File: src/rtl/demux8_reg_pkg.sv
// Shared constants and helpers for the 8-way registered byte distributor.
package demux8_reg_pkg;

   localparam int N_CH = 8;

   // Channel select codes, A is bit 0 of out_valid.
   typedef enum logic [2:0] {
      SEL_A = 3'b000,
      SEL_B = 3'b001,
      SEL_C = 3'b010,
      SEL_D = 3'b011,
      SEL_E = 3'b100,
      SEL_F = 3'b101,
      SEL_G = 3'b110,
      SEL_H = 3'b111
   } chan_sel_e;

   localparam logic [2:0] SEQ_LAST = SEL_H;

   // Next TDM slot, wrapping H back to A.
   function automatic logic [2:0] next_seq(input logic [2:0] cur);
      return (cur == SEQ_LAST) ? 3'b000 : cur + 3'd1;
   endfunction

endpackage

File: src/rtl/demux8_reg_if.sv
// Producer/consumer bus of the byte distributor.
// Handshakes: a transfer happens on a rising edge where in_valid & in_ready;
// channel i is consumed on an edge where out_valid[i] & out_ack[i].
// in_ready is combinational and may depend on in_sel, auto_mode and out_ack.
interface demux8_reg_if #(
   parameter int WIDTH = 8
) ();
   logic [WIDTH-1:0] in_data;
   logic [2:0]       in_sel;
   logic             in_valid;
   logic             in_ready;
   logic             auto_mode;
   logic [WIDTH-1:0] A;
   logic [WIDTH-1:0] B;
   logic [WIDTH-1:0] C;
   logic [WIDTH-1:0] D;
   logic [WIDTH-1:0] E;
   logic [WIDTH-1:0] F;
   logic [WIDTH-1:0] G;
   logic [WIDTH-1:0] H;
   logic [7:0]       out_valid;
   logic [7:0]       out_ack;
   logic [2:0]       seq_sel;
   logic             frame_done;

   // Distributor side.
   modport slave (
      input  in_data, in_sel, in_valid, auto_mode, out_ack,
      output in_ready, A, B, C, D, E, F, G, H, out_valid, seq_sel, frame_done
   );

   // Producer/consumer side.
   modport master (
      output in_data, in_sel, in_valid, auto_mode, out_ack,
      input  in_ready, A, B, C, D, E, F, G, H, out_valid, seq_sel, frame_done
   );
endinterface

File: src/rtl/demux8_chan.sv
// One channel holding register with its unconsumed-data flag.
module demux8_chan #(
   parameter int WIDTH = 8
) (
   input  logic             clk,
   input  logic             rst,
   input  logic             i_load,
   input  logic [WIDTH-1:0] i_din,
   input  logic             i_ack,
   output logic [WIDTH-1:0] o_dout,
   output logic             o_valid
);

   logic [WIDTH-1:0] r_data;
   logic             r_valid;

   // Load wins over ack; data is kept after ack, only the flag drops.
   always_ff @(posedge clk) begin
      if (rst) begin
         r_data  <= '0;
         r_valid <= 1'b0;
      end else if (i_load) begin
         r_data  <= i_din;
         r_valid <= 1'b1;
      end else if (i_ack) begin
         r_valid <= 1'b0;
      end
   end

   assign o_dout  = r_data;
   assign o_valid = r_valid;

endmodule

File: src/rtl/demux8_reg.sv
// Registered 1-to-8 byte distributor: explicit select or wrapping TDM sequence.
module demux8_reg
   import demux8_reg_pkg::*;
#(
   parameter int WIDTH = 8
) (
   input  logic        clk,
   input  logic        rst,
   demux8_reg_if.slave bus
);

   logic [N_CH-1:0]  w_valid;
   logic [N_CH-1:0]  w_load;
   logic [WIDTH-1:0] w_dout [N_CH];
   logic [2:0]       w_dst;
   logic             w_acc;
   logic             w_seq_rise;
   logic [2:0]       r_seq;
   logic             r_auto_prev;
   logic             r_frame_done;

   // Destination: sequence slot in auto mode, explicit select otherwise.
   always_comb begin
      w_dst = bus.auto_mode ? r_seq : bus.in_sel;
   end

   // A full destination may be refilled in the same cycle it is acked.
   assign bus.in_ready = ~w_valid[w_dst] | bus.out_ack[w_dst];
   assign w_acc        = bus.in_valid & bus.in_ready;
   assign w_seq_rise   = bus.auto_mode & ~r_auto_prev;

   // One-hot load strobe for the accepted destination.
   always_comb begin
      w_load = '0;
      if (w_acc) begin
         w_load[w_dst] = 1'b1;
      end
   end

   for (genvar g = 0; g < N_CH; g++) begin : g_chan
      demux8_chan #(.WIDTH(WIDTH)) u_chan (
         .clk     (clk),
         .rst     (rst),
         .i_load  (w_load[g]),
         .i_din   (bus.in_data),
         .i_ack   (bus.out_ack[g]),
         .o_dout  (w_dout[g]),
         .o_valid (w_valid[g])
      );
   end

   // Sequence counter, auto-mode history and end-of-frame pulse.
   always_ff @(posedge clk) begin
      if (rst) begin
         r_seq        <= 3'b000;
         r_auto_prev  <= 1'b0;
         r_frame_done <= 1'b0;
      end else begin
         r_auto_prev  <= bus.auto_mode;
         r_frame_done <= w_acc & bus.auto_mode & (r_seq == SEQ_LAST);
         if (w_seq_rise) begin
            r_seq <= 3'b000;
         end else if (bus.auto_mode & w_acc) begin
            r_seq <= next_seq(r_seq);
         end
      end
   end

   assign bus.A          = w_dout[SEL_A];
   assign bus.B          = w_dout[SEL_B];
   assign bus.C          = w_dout[SEL_C];
   assign bus.D          = w_dout[SEL_D];
   assign bus.E          = w_dout[SEL_E];
   assign bus.F          = w_dout[SEL_F];
   assign bus.G          = w_dout[SEL_G];
   assign bus.H          = w_dout[SEL_H];
   assign bus.out_valid  = w_valid;
   assign bus.seq_sel    = r_seq;
   assign bus.frame_done = r_frame_done;

endmodule

File: src/flat_wrapper.sv
// flat-port wrapper written by rule: the top's interface ports become plain ports
module demux8_reg_flat import demux8_reg_pkg::*;
#(
   parameter int WIDTH = 8
)
  (clk, rst, bus_in_data, bus_in_sel, bus_in_valid, bus_auto_mode, bus_out_ack, bus_in_ready, bus_A, bus_B, bus_C, bus_D, bus_E, bus_F, bus_G, bus_H, bus_out_valid, bus_seq_sel, bus_frame_done);
  demux8_reg_if #(.WIDTH(WIDTH)) bus_i ();
  input  logic clk;
  input  logic rst;
  input wire logic [$bits(bus_i.in_data)-1:0] bus_in_data;
  input wire logic [$bits(bus_i.in_sel)-1:0] bus_in_sel;
  input wire logic [$bits(bus_i.in_valid)-1:0] bus_in_valid;
  input wire logic [$bits(bus_i.auto_mode)-1:0] bus_auto_mode;
  input wire logic [$bits(bus_i.out_ack)-1:0] bus_out_ack;
  output wire logic [$bits(bus_i.in_ready)-1:0] bus_in_ready;
  output wire logic [$bits(bus_i.A)-1:0] bus_A;
  output wire logic [$bits(bus_i.B)-1:0] bus_B;
  output wire logic [$bits(bus_i.C)-1:0] bus_C;
  output wire logic [$bits(bus_i.D)-1:0] bus_D;
  output wire logic [$bits(bus_i.E)-1:0] bus_E;
  output wire logic [$bits(bus_i.F)-1:0] bus_F;
  output wire logic [$bits(bus_i.G)-1:0] bus_G;
  output wire logic [$bits(bus_i.H)-1:0] bus_H;
  output wire logic [$bits(bus_i.out_valid)-1:0] bus_out_valid;
  output wire logic [$bits(bus_i.seq_sel)-1:0] bus_seq_sel;
  output wire logic [$bits(bus_i.frame_done)-1:0] bus_frame_done;
  assign bus_i.in_data = bus_in_data;
  assign bus_i.in_sel = bus_in_sel;
  assign bus_i.in_valid = bus_in_valid;
  assign bus_i.auto_mode = bus_auto_mode;
  assign bus_i.out_ack = bus_out_ack;
  assign bus_in_ready = bus_i.in_ready;
  assign bus_A = bus_i.A;
  assign bus_B = bus_i.B;
  assign bus_C = bus_i.C;
  assign bus_D = bus_i.D;
  assign bus_E = bus_i.E;
  assign bus_F = bus_i.F;
  assign bus_G = bus_i.G;
  assign bus_H = bus_i.H;
  assign bus_out_valid = bus_i.out_valid;
  assign bus_seq_sel = bus_i.seq_sel;
  assign bus_frame_done = bus_i.frame_done;
  demux8_reg #(.WIDTH(WIDTH)) u_core (.clk(clk), .rst(rst), .bus(bus_i));
endmodule
File: config.mk
export PLATFORM = sky130hd
export DESIGN_NAME = demux8_reg_flat
export DESIGN_NICKNAME = d
export VERILOG_FILES = /design/src/rtl/demux8_reg_pkg.sv /design/src/rtl/demux8_reg_if.sv /design/src/rtl/demux8_chan.sv /design/src/rtl/demux8_reg.sv /design/src/flat_wrapper.sv
export SDC_FILE = /design/constraint.sdc
export NUM_CORES = 1
export LEC_CHECK = 0
export CELL_PAD_IN_SITES_DETAIL_PLACEMENT = 1
export CELL_PAD_IN_SITES_GLOBAL_PLACEMENT = 2
export CORE_ASPECT_RATIO = 0.8
export CORE_MARGIN = 2
export CORE_UTILIZATION = 25
export CTS_CLUSTER_DIAMETER = 120
export DETAILED_ROUTE_END_ITERATION = 8
export PLACE_DENSITY_LB_ADDON = 0.12
export SETUP_SLACK_MARGIN = 0.4
export SYNTH_ARGS = -nofsm -noshare
export SYNTH_HDL_FRONTEND = slang
export SYNTH_HIERARCHICAL = 1
export SYNTH_SLANG_ARGS = --single-unit
export TNS_END_PERCENT = 30
File: constraint.sdc
create_clock -name clk -period 2.46 [get_ports clk]
set_clock_uncertainty 0.15 [all_clocks]
set_input_delay 0.492 -clock clk [delete_from_list [all_inputs] [get_ports clk]]
set_output_delay 0.492 -clock clk [all_outputs]
set_load 0.05 [all_outputs]
# After elaboration in Yosys (flattened, before gate mapping)
# Index checks and enable logic that the tools add are counted.
[totals]
ff_bits = 77
word_cells = 65
[classes]
n_addsub = 1
magnitude_cmp = 2
n_eq_ne = 1
n_mux = 25
bitwise = 7
n_reduce_logical = 10
[op_table]
columns = ["operator", "count"]
rows = [
  ["$mux 1", 19],
  ["$reduce_bool 2->1", 8],
  ["$mux 8", 1],
  ["$bmux 1 s3", 2],
  ["$mux 3", 2],
  ["$and 1x1->1", 4],
  ["$lt 3x4->1 const B", 1],
  ["$add 3x1->3 const B", 1],
  ["$demux 1 s3", 1],
  ["$eq 3x3->1 const B", 1],
  ["$ge 3x1->1 const B", 1],
  ["$not 1->1", 2],
  ["$reduce_or 2->1", 1],
  ["$logic_and 1x1->1", 1],
  ["$or 1x1->1", 1],
]

# Depth between registers and ports, before layout
# Gate-level depths: netlist of the first run.
[depth]
ltp_word = 8
depth_mapped = 12

# Modules after synthesis
# Netlist of the first run, hierarchy kept.
[modules_own_cells]
columns = ["module", "n_inst", "cells_per_inst", "area_per_inst_um2", "seq_area_each_um2"]
rows = [
  ["demux8_chan", 8, 30, 321.6, 180.2],
  ["demux8_reg", 1, 73, 660.6, 100.1],
]

# Worst setup path after synthesis of the first run
# OpenSTA, ideal clock, no wires.
[synth_timing]
path_type = "flip-flop to output port"
startpoint = "register u_core.r_seq[2], in the netlist u_core/bus.seq_sel[2]"
endpoint = "output bus_in_ready"
arrival_time_ns = 2.206
path_slack_ns = -0.388
stages_incl_launch_ff = 8
cell_sequence = "dfxtp_1 -> mux2i_4 -> mux2i_1 -> o21ai_1 -> a221oi_2 -> nor3_2 -> buf_6 -> inv_1"
[synth_via]
elab_chain_cells = 5
word_cells_on_any_way = 7
cone_classes = "mux (5); bitwise (2)"
[synth_rtl]
columns = ["element", "line_no", "text"]
rows = [
  ["start, declared", "demux8_reg.sv:18", "logic [2:0] r_seq;"],
  ["start signal, assigned", "demux8_reg.sv:64", "r_seq <= next_seq(r_seq);"],
  ["$mux 3 (*)", "demux8_reg.sv:24", "w_dst = bus.auto_mode ? r_seq : bus.in_sel;"],
  ["$bmux 1 s3", "demux8_reg.sv:28", "assign bus.in_ready = ~w_valid[w_dst] | bus.out_ack[w_dst];"],
  ["$mux 1 (not written as such)", "demux8_reg.sv:28", ""],
  ["$not 1->1", "demux8_reg.sv:28", ""],
  ["$or 1x1->1 (*)", "demux8_reg.sv:28", ""],
  ["end, declared", "flat_wrapper.sv:15", "output wire logic [$bits(bus_i.in_ready)-1:0] bus_in_ready;"],
]
# Every way passes the cells marked *; elsewhere a longest branch is shown, timed or not. The select of a mux whose other input is x is not followed.

# Worst setup path after layout of the first run
[layout_timing]
startpoint = "register u_core.r_seq[1], in the netlist u_core/bus.seq_sel[1]"
endpoint = "output bus_in_ready"
# Same word-level chain as after synthesis.

==> flow_summary.json, run 1 <==
{
  "dp_hpwl_um": 7410,
  "synth.avg_cell_area_um2": 10.3,
  "dieArea_um2": 13900,
  "cts-buffers-inserted": 9,
  "synth_cell_types": 32,
  "grt_pass1_vias": 2943,
  "finalWorstSetupSlack_ps": -364,
  "end_kind": "output port",
  "die_y_um": 106,
  "ys_seq_elements": 77,
  "cap_viol_max_count": 0,
  "antenna_found_initial": 0,
  "setup_violations": 73,
  "grt_max_degree": 54,
  "start_util": 0.254,
  "status": "complete, but fails checks",
  "highest_layer": "met4",
  "synth_edf_count": 0,
  "drt_iter0_drc": 37,
  "clock-root-buffer": "clkbuf_16",
  "required_ps": 1820,
  "coreArea_um2": 12700,
  "crit_start": "u_core/bus.seq_sel[1]",
  "ir_drop_mv": 0.369,
  "slew-limit-headroom": 0.612,
  "cts.clk_slew.worst_paths_ps": 60,
  "ys_seq_area_frac": 0.477,
  "cts_tree": "done",
  "path_max_fanout": 4,
  "gp_congestion": 0.752,
  "worst-setup-path-type": "flip-flop to output port",
  "tns_ps": -17850,
  "total_power_mw": 3.13,
  "htreeDepth": 3,
  "fp.dieW_um": 131,
  "clock_latency_ps": 330,
  "worst_path_most_repeated_cell": "mux2_4",
  "rsz0062_at_grt": "true",
  "synth_cells": 313,
  "critPathArrivalTime_ps": 2180,
  "tightest_slew_ps": 582,
  "r2r-start": "u_core/bus.seq_sel[1]",
  "ff_latch_area_um2": 1550,
  "grt_pass1_wl_um": 17100,
  "final_common_cell": "dfxtp_1",
  "fin_nets": 491,
  "violations": "negative setup slack",
  "grt_overflow": 0,
  "syn_to_final_growth_pct": 61.1,
  "ant_nets": 0,
  "power_leakage_nw": 2.27,
  "row_count": 37,
  "slew_violations": 0,
  "met2WireLength_um": 5270,
  "multi_input_area_um2": 1650,
  "wire_per_inst_um": 17.2,
  "holdCritStartpoint": "u_core/g_chan[0].u_chan/o_dout[2]",
  "max_freq_mhz": 354,
  "first_pass_iters": 4,
  "track_usage": 0.163,
  "clock-sinks": 77,
  "drcViolationCount": 0,
  "path_cells": "mux2_4 > mux2_4 > o211ai_2 > o31ai_4 > nor3_4 > clkinvlp_4 > buf_8",
  "critPathLaunchType": "flip-flop",
  "min_period_ps": 2820,
  "slowest_stage": "dfxtp_4",
  "numPortBuffers": 99,
  "yosysWarnings": 6,
  "max_stage_delay_ps": 350,
  "most-common-layout-cells": "dfxtp_1 (75), dlygate4sd2_1 (74), mux2i_1 (67), nor2_1 (66), buf_4 (38)",
  "hold_path.class": "flip-flop to flip-flop",
  "routed_wl_um": 11100,
  "dr_wl_met3_um": 547,
  "ys.flop_type": "dfxtp_1",
  "post-route-period-util": 1.15,
  "hold_violations": 0,
  "clockBufferDepth": 2,
  "num_io_pins": 100,
  "synthArstFlopShare": 0,
  "final_layout_size_suffix_gt1_frac": 0.255,
  "antenna_cells": 0,
  "synth_fp_nets": 338,
  "p_per_area_nw_per_um2": 600,
  "num_vias": 2797,
  "synth_area_um2": 3230,
  "wl_met1_um": 5230,
  "nFillCells": 1439,
  "viasPerCell": 4.33
}
-- critical path, delay by kind of cell, from the launching register on --
family                 cells  cell delay (ps)
multiplexers               2              610
AND/OR/NAND/NOR            1              230
buffers and inverters      2              350
AO/OA/AOI/OAI              2              290
flip-flops                 1              350
-- cell families (layout without fill, tap and decap cells) --
kind of cell | after synthesis | count (layout) | synth area share
adders and majority gates | 2 | 2 | 0.00774
muxes | 72 | 72 | 0.230
DFF | 77 | 77 | 0.477
and+or+nand+nor | 109 | 109 | 0.162
AOI/OAI and AO/OA | 25 | 25 | 0.0619
buffers and inverters | 28 | 186 | 0.0611
-- cell usage after synthesis, drive strengths merged (4+ instances only) --
cell | count | share of area
dfxtp | 77 | 0.48
mux2i | 69 | 0.22
nor2 | 68 | 0.079
buf | 11 | 0.038
a21oi | 10 | 0.015
nand2b | 10 | 0.019
nor3 | 10 | 0.025
inv | 9 | 0.010
clkbuf | 8 | 0.012
nand2 | 6 | 0.0070
nor2b | 4 | 0.0077
o21ai | 4 | 0.0062
-- where the power goes --
part,internal [mW],switching [mW],leakage [nW]
Sequential,1.27,0.0155,0.624
Clock,0.864,0.513,0.158
Combinational,0.185,0.279,1.49
Total,2.32,0.807,2.27
-- timing repair --
item                       CTS  global route
cloned                       8             0
pin swaps                   10            25
gates resized for setup    144            26
setup endpoints to repair  153            80
hold buffers                 0             0
setup buffers               16             3
-- sequential cells by signal, indices dropped and copies added (netlist names) --
register and flops:
u_core/bus.frame_done 1, u_core/g_chan.u_chan/o_valid 8, u_core/bus.seq_sel 3, u_core/g_chan.u_chan/o_dout 64, u_core/r_auto_prev 1
-- area by class of cell --
type	count	share of cell area
tap	175	0.0420
timing repair buffer	161	0.278
multi-input combinational	208	0.316
clock inverter	4	0.00865
sequential	77	0.297
clock buffer	12	0.0512
inverter	9	0.00720
-- layer usage --
layer	up-vias	GRT usage
met3	7	0.0519
met5	-	0
met2	69	0.270
met4	0	0.0373
li1	1369	-
met1	1352	0.208
-- per-stage QoR --
stage               cells  cell area, um2  hold WS (ps)  worst slack, ps  utilization
floorplan             313            3240           352             -324            -
global placement      603            4540           321            -1010        0.357
detailed placement    603            4540           332            -1110        0.357
CTS                   643            5110           316             -381        0.401
global route          646            5210           351             -524        0.409
finish                646            5210           336             -364        0.409
-- final timing paths --
path                                                     endpoint  slack, ps  cells past startpoint
worst max-delay path                                 bus_in_ready       -360                      7
worst min-delay path            u_core/g_chan[0].u_chan/o_dout[2]        340                      2
worst max register to register  u_core/g_chan[7].u_chan/o_dout[3]       -340                     14
worst min register to register  u_core/g_chan[0].u_chan/o_dout[2]        340                      2
No activity file was read; power rests on OpenSTA's default activity.
==> run 2, diff against run 1 <==
--- a/config.mk
+++ b/config.mk
@@ -6,10 +6,10 @@
 export NUM_CORES = 1
 export LEC_CHECK = 0
 export CELL_PAD_IN_SITES_DETAIL_PLACEMENT = 1
-export CELL_PAD_IN_SITES_GLOBAL_PLACEMENT = 2
+export CELL_PAD_IN_SITES_GLOBAL_PLACEMENT = 1
 export CORE_ASPECT_RATIO = 0.8
 export CORE_MARGIN = 2
-export CORE_UTILIZATION = 25
+export CORE_UTILIZATION = 32
 export CTS_CLUSTER_DIAMETER = 120
 export DETAILED_ROUTE_END_ITERATION = 8
 export PLACE_DENSITY_LB_ADDON = 0.12
==> run 2 against run 1 <==
Effect of this change:
- the run still ends with negative setup slack left
- hold slack gained 1.5 ps
- first-iteration DRC count grew to 3.0 times the previous value
- worst setup slack better by 86 ps
- die area is 21% lower
- non-clock buffer count fell by 15
- combinational power down 4%
- global-route usage rose by 3.7 points
- largest power group unchanged
- highest routed layer unchanged
==> flow_summary.json, run 2 (same netlist as run 1, synthesis figures left out) <==
{
  "fin_nets": 476,
  "rr_worst_depth": 12,
  "clock-root-buffer": "clkbuf_16",
  "ant_nets": 0,
  "crit_family": "multiplexers",
  "grt_max_degree": 33,
  "grt_pass1_wl_um": 16000,
  "viasPerCell": 4.64,
  "r2r_end": "u_core/g_chan[0].u_chan/o_dout[4]",
  "hold_violations": 0,
  "max_freq_mhz": 365,
  "cts-buffers-inserted": 9,
  "setup_violations": 72,
  "track_usage": 0.200,
  "num_vias": 2744,
  "cap_viol_max_count": 0,
  "p_switching_mw": 0.792,
  "syn_to_final_growth_pct": 54.2,
  "antenna_found_initial": 0,
  "gp_congestion": 0.787,
  "drcViolationCount": 0,
  "pre_cts_ws_ps": -952,
  "routed_wl_um": 10200,
  "slew_violations": 0,
  "crit_buf_inv": 2,
  "slowest_stage": "dfxtp_2",
  "finalNonFillerCells": 591,
  "hold_path.class": "flip-flop to flip-flop",
  "cts_tree": "done",
  "cts.clk_slew.worst_paths_ps": 60,
  "dieArea_um2": 10900,
  "use_met2": 0.322,
  "clock_power_share": 0.435,
  "most-common-layout-cells": "dlygate4sd2_1 (75), dfxtp_1 (75), mux2i_1 (67), nor2_1 (67), buf_4 (30)",
  "clock_latency_ps": 330,
  "switching_share": 0.258,
  "worst-setup-path-type": "flip-flop to output port",
  "crit_start": "u_core/bus.seq_sel[1]",
  "final_layout_size_suffix_gt1_frac": 0.215,
  "power_leakage_nw": 2.18,
  "grt_overflow": 0,
  "die_y_um": 93.9,
  "max_stage_delay_ps": 320,
  "finalWorstSetupSlack_ps": -278,
  "path_cells": "mux2_4 > mux2_4 > o211ai_4 > o31ai_4 > nor3_4 > clkinvlp_4 > buf_8",
  "p_per_area_nw_per_um2": 616,
  "tightest_slew_ps": 591,
  "path_depth": 7,
  "dp_hpwl_um": 6940,
  "rrSetupSlack_ps": -250,
  "num_io_pins": 100,
  "power.share.sequential": 0.420,
  "numPortBuffers": 99,
  "first_pass_iters": 4,
  "required_ps": 1820,
  "critPathArrivalTime_ps": 2100,
  "p_int_mw": 2.28,
  "rsz0062_at_grt": "true",
  "clock-sinks": 77,
  "combPwrFrac": 0.145,
  "post-route-period-util": 1.11,
  "coreArea_um2": 9730,
  "worst_path_most_repeated_cell": "mux2_4",
  "end_kind": "output port",
  "min_period_ps": 2740,
  "status": "complete, but fails checks",
  "slew-limit-headroom": 0.604,
  "holdCritStartpoint": "u_core/g_chan[6].u_chan/o_dout[2]",
  "largest_register_ffs": 64,
  "clockBufferDepth": 2,
  "violations": "negative setup slack",
  "grt_use_met3": 0.0619,
  "wire_per_inst_um": 17.2,
  "tns_ps": -12340,
  "crit_end": "bus_in_ready",
  "drt_iter0_drc": 112,
  "row_count": 32,
  "htreeDepth": 3,
  "start_util": 0.332,
  "dp.cells": 561,
  "grt_busiest_layer": "met2",
  "use_met1": 0.258,
  "nFillCells": 1111,
  "path_max_fanout": 4,
  "antenna_cells": 0,
  "r2r-start": "u_core/bus.seq_sel[2]",
  "fp.dieW_um": 116,
  "ir_drop_mv": 0.324,
  "grt_pass1_vias": 2956,
  "critPathLaunchType": "flip-flop",
  "whs_ps": 338
}
==> run 2: cell types whose count changed in the layout (fill, tap and decap cells not counted), moves of 2 or more <==
cell	previous run	this run
a21oi_1	7	9
o21ai_1	1	3
o21ai_2	3	1
buf_6	24	17
a21oi_2	3	1
buf_4	38	30
==> run 2: how the worst min path moves through the flow <==
stage | to | cells after the start | slack [ps]
final | u_core/g_chan[6].u_chan/o_dout[2] | 2 | 340
after global routing | u_core/g_chan[1].u_chan/o_valid | 2 | 360
after CTS | u_core/g_chan[6].u_chan/o_dout[5] | 2 | 340
after detailed placement | u_core/g_chan[6].u_chan/o_dout[5] | 2 | 330
after global placement | u_core/g_chan[7].u_chan/o_dout[1] | 2 | 320
after floorplan | u_core/bus.seq_sel[2] | 2 | 350
==> run 2: cell type report <==
cell class | count | area (um2) | share of cell area
clock buffer | 11 | 253 | 0.0507
clock inverter | 4 | 47.5 | 0.00954
inverter | 9 | 37.5 | 0.00753
multi-input combinational | 208 | 1620 | 0.325
sequential | 77 | 1550 | 0.310
tap | 136 | 170 | 0.0341
timing repair buffer | 146 | 1310 | 0.263
==> run 2: repair_timing <==
action	CTS	global route
setup buffers	7	2
cloned	6	0
endpoints found under the hold margin	0	0
resized for setup	136	11
hold buffers	0	0
setup endpoints to repair	153	78
pin swaps	8	13
==> run 2: routing by layer <==
layer / part of all wire / vias up / wire [um]
met5: 0 / - / 0
met4: 0.012 / 0 / 119
met3: 0.056 / 12 / 573
met2: 0.48 / 81 / 4900
met1: 0.45 / 1311 / 4600
li1: - / 1340 / -
==> run 2: worst reg2reg max path, delay by kind of cell, from the launching register on <==
family	cells	cell delay (ps)
AOI/OAI and AO/OA	2	450
and+or+nand+nor	3	400
DFF	1	360
muxes	3	660
buffers and inverters	4	580
==> run 2: per-stage QoR <==
step	area [um2]	total power [mW]	utilization
floorplan	3240	1.56	-
global placement	4480	1.72	0.460
detailed placement	4480	1.73	0.460
CTS	4930	3.09	0.507
global route	4980	3.18	0.512
finish	4980	3.07	0.512
==> run 2: power by group through the flow <==
stage	Clock [mW]	Combinational, mW	Sequential [mW]
finish	1.33	0.445	1.29
global route	1.41	0.473	1.29
CTS	1.37	0.436	1.29
detailed placement	0	0.407	1.32
global placement	0	0.405	1.32
floorplan	0	0.150	1.41
==> run 3, diff against run 2 <==
--- a/config.mk
+++ b/config.mk
@@ -5,6 +5,7 @@
 export SDC_FILE = /design/constraint.sdc
 export NUM_CORES = 1
 export LEC_CHECK = 0
+export ABC_CLOCK_PERIOD_IN_PS = 2200
 export CELL_PAD_IN_SITES_DETAIL_PLACEMENT = 1
 export CELL_PAD_IN_SITES_GLOBAL_PLACEMENT = 1
 export CORE_ASPECT_RATIO = 0.8
==> constraint.sdc (replaced) <==
create_clock -name clk -period 2.2 [get_ports clk]
set_clock_uncertainty 0.15 [all_clocks]
set_input_delay 0.44 -clock clk [delete_from_list [all_inputs] [get_ports clk]]
set_output_delay 0.44 -clock clk [all_outputs]
set_load 0.05 [all_outputs]
==> run 3 against run 2 <==
Effect of this change:
- final cell count grew 2.7%
- worst setup slack worse by 260 ps
- via count rose by 1.6%
- the flow still finishes with violations (negative setup slack)
- combinational power is 14% higher
- die area is the same
- sequential cell count unchanged
- core utilization about the same
- hold slack better by 7.9 ps
- highest routed layer unchanged
==> flow_summary.json, run 3 (same netlist as run 1, synthesis figures left out) <==
{
  "clock-root-buffer": "clkbuf_16",
  "drt_iter0_drc": 151,
  "clockBufferDepth": 2,
  "first_pass_iters": 4,
  "finalWorstSetupSlack_ps": -535,
  "cts_tree": "done",
  "whs_ps": 345,
  "clock_latency_ps": 340,
  "status": "complete, but fails checks",
  "max_freq_mhz": 366,
  "antenna_cells": 0,
  "post-route-period-util": 1.24,
  "row_count": 32,
  "cts-buffers-inserted": 9,
  "switching_share": 0.262,
  "tns_ps": -25140,
  "tightest_slew_ps": 564,
  "viasPerCell": 4.59,
  "max_stage_delay_ps": 320,
  "pre_cts_ws_ps": -1240,
  "cap_viol_max_count": 0,
  "power.share.sequential": 0.420,
  "p_switching_mw": 0.901,
  "critPathArrivalTime_ps": 2140,
  "track_usage": 0.199,
  "cts.clk_slew.worst_paths_ps": 60,
  "hold_path.class": "flip-flop to flip-flop",
  "rsz0062_at_grt": "true",
  "violations": "negative setup slack",
  "fin_nets": 491,
  "dp_hpwl_um": 6880,
  "numPortBuffers": 99,
  "p_per_area_nw_per_um2": 689,
  "final_common_cell": "dfxtp_1",
  "grt_max_degree": 37,
  "p_int_mw": 2.53,
  "slew_violations": 0,
  "gp_congestion": 0.795,
  "slowest_stage": "mux2_4",
  "largest_register_ffs": 64,
  "syn_to_final_growth_pct": 54.3,
  "most-common-layout-cells": "dfxtp_1 (74), nor2_1 (68), mux2i_1 (66), buf_4 (52), clkbuf_2 (41)",
  "coreArea_um2": 9730,
  "path_cells": "buf_8 > buf_6 > mux2_4 > buf_6 > buf_4 > mux2i_1 > o31ai_4 > nor3_2 > buf_4 > clkinvlp_4 > buf_8",
  "num_vias": 2789,
  "end_kind": "output port",
  "fin_area_um2": 4990,
  "final_layout_size_suffix_gt1_frac": 0.359,
  "grt_overflow": 0,
  "drcViolationCount": 0,
  "clock_power_share": 0.432,
  "antenna_found_initial": 0,
  "nFillCells": 1115,
  "ff_latch_area_um2": 1550,
  "required_ps": 1610,
  "holdBufCountCts": 0,
  "slew-limit-headroom": 0.623,
  "power_leakage_nw": 2.00,
  "wire_per_inst_um": 17.2,
  "grt_pass1_wl_um": 16100,
  "hold_violations": 0,
  "fp.dieW_um": 116,
  "htreeDepth": 3,
  "setup_violations": 76,
  "path_max_fanout": 4,
  "start_util": 0.332,
  "critPathLaunchType": "input pin",
  "min_period_ps": 2730,
  "ir_drop_mv": 0.457,
  "routed_wl_um": 10400,
  "grt_pass1_vias": 2939,
  "worst-setup-path-type": "input pin to output port",
  "die_y_um": 93.9,
  "dieArea_um2": 10900,
  "placed_cell_area_um2": 4510,
  "combPwrFrac": 0.148,
  "multi_input_area_um2": 1630,
  "num_io_pins": 100,
  "ant_nets": 0,
  "fin_util": 0.513,
  "clock-sinks": 77
}
## run 3: cell count changes in the layout (fill, tap and decap cells not counted), moves of 5 or more
cell             previous run  this run
buf_4                      30        52
clkdlybuf4s15_1             0        20
dlygate4sd2_1              75         2
clkbuf_2                    1        41
clkdlybuf4s15_2             1         6
## run 3: metrics by stage
step / power [mW] / std cells
6_report: 3.43 / 607
4_1_cts: 3.45 / 602
3_3_place_gp: 1.93 / 567
2_1_floorplan: 1.74 / 313
3_5_place_dp: 1.93 / 567
5_1_grt: 3.56 / 607
## run 3: power by group through the flow
stage               Sequential [mW]  Clock [mW]  Combinational (mW)
floorplan                      1.57           0               0.167
global placement               1.47           0               0.454
detailed placement             1.47           0               0.458
CTS                            1.44        1.52               0.491
global route                   1.45        1.58               0.537
finish                         1.44        1.48               0.507
## run 3: routing by layer
metal,up-vias,share of wire,global-route usage
li1,1371,-,-
met1,1324,0.47,0.262
met2,79,0.46,0.318
met3,15,0.053,0.0535
met4,0,0.016,0.0645
met5,-,0,0
## run 3: repair_timing
item | in CTS | in global routing
pin swaps | 8 | 9
gates cloned | 6 | 2
resized for setup | 168 | 87
hold endpoints to repair | 0 | 0
setup buffers | 13 | 3
endpoints found under the setup margin | 145 | 135
## run 3: area by class of cell
class | instances | area share
Clock buffer | 12 | 0.0494
Clock inverter | 4 | 0.00953
Inverter | 9 | 0.00753
Multi-Input combinational cell | 208 | 0.326
Sequential cell | 77 | 0.310
Tap cell | 136 | 0.0341
Timing Repair Buffer | 161 | 0.263
## run 3: worst paths after layout
kind,start,end,slack (ps),cells past startpoint
worst max-delay path,bus_auto_mode,bus_in_ready,-530,11
worst min-delay path,u_core/g_chan[6].u_chan/o_dout[3],u_core/g_chan[6].u_chan/o_dout[3],350,2
worst max register to register,u_core/bus.seq_sel[1],u_core/g_chan[7].u_chan/o_dout[0],-400,12
worst min register to register,u_core/g_chan[6].u_chan/o_dout[3],u_core/g_chan[6].u_chan/o_dout[3],350,2
## run 3: critical path: cells and delay by family
family                 cells  cell delay (ps)
buffers and inverters      7              880
multiplexers               2              570
AND/OR/NAND/NOR            1              160
AO/OA/AOI/OAI              1               90
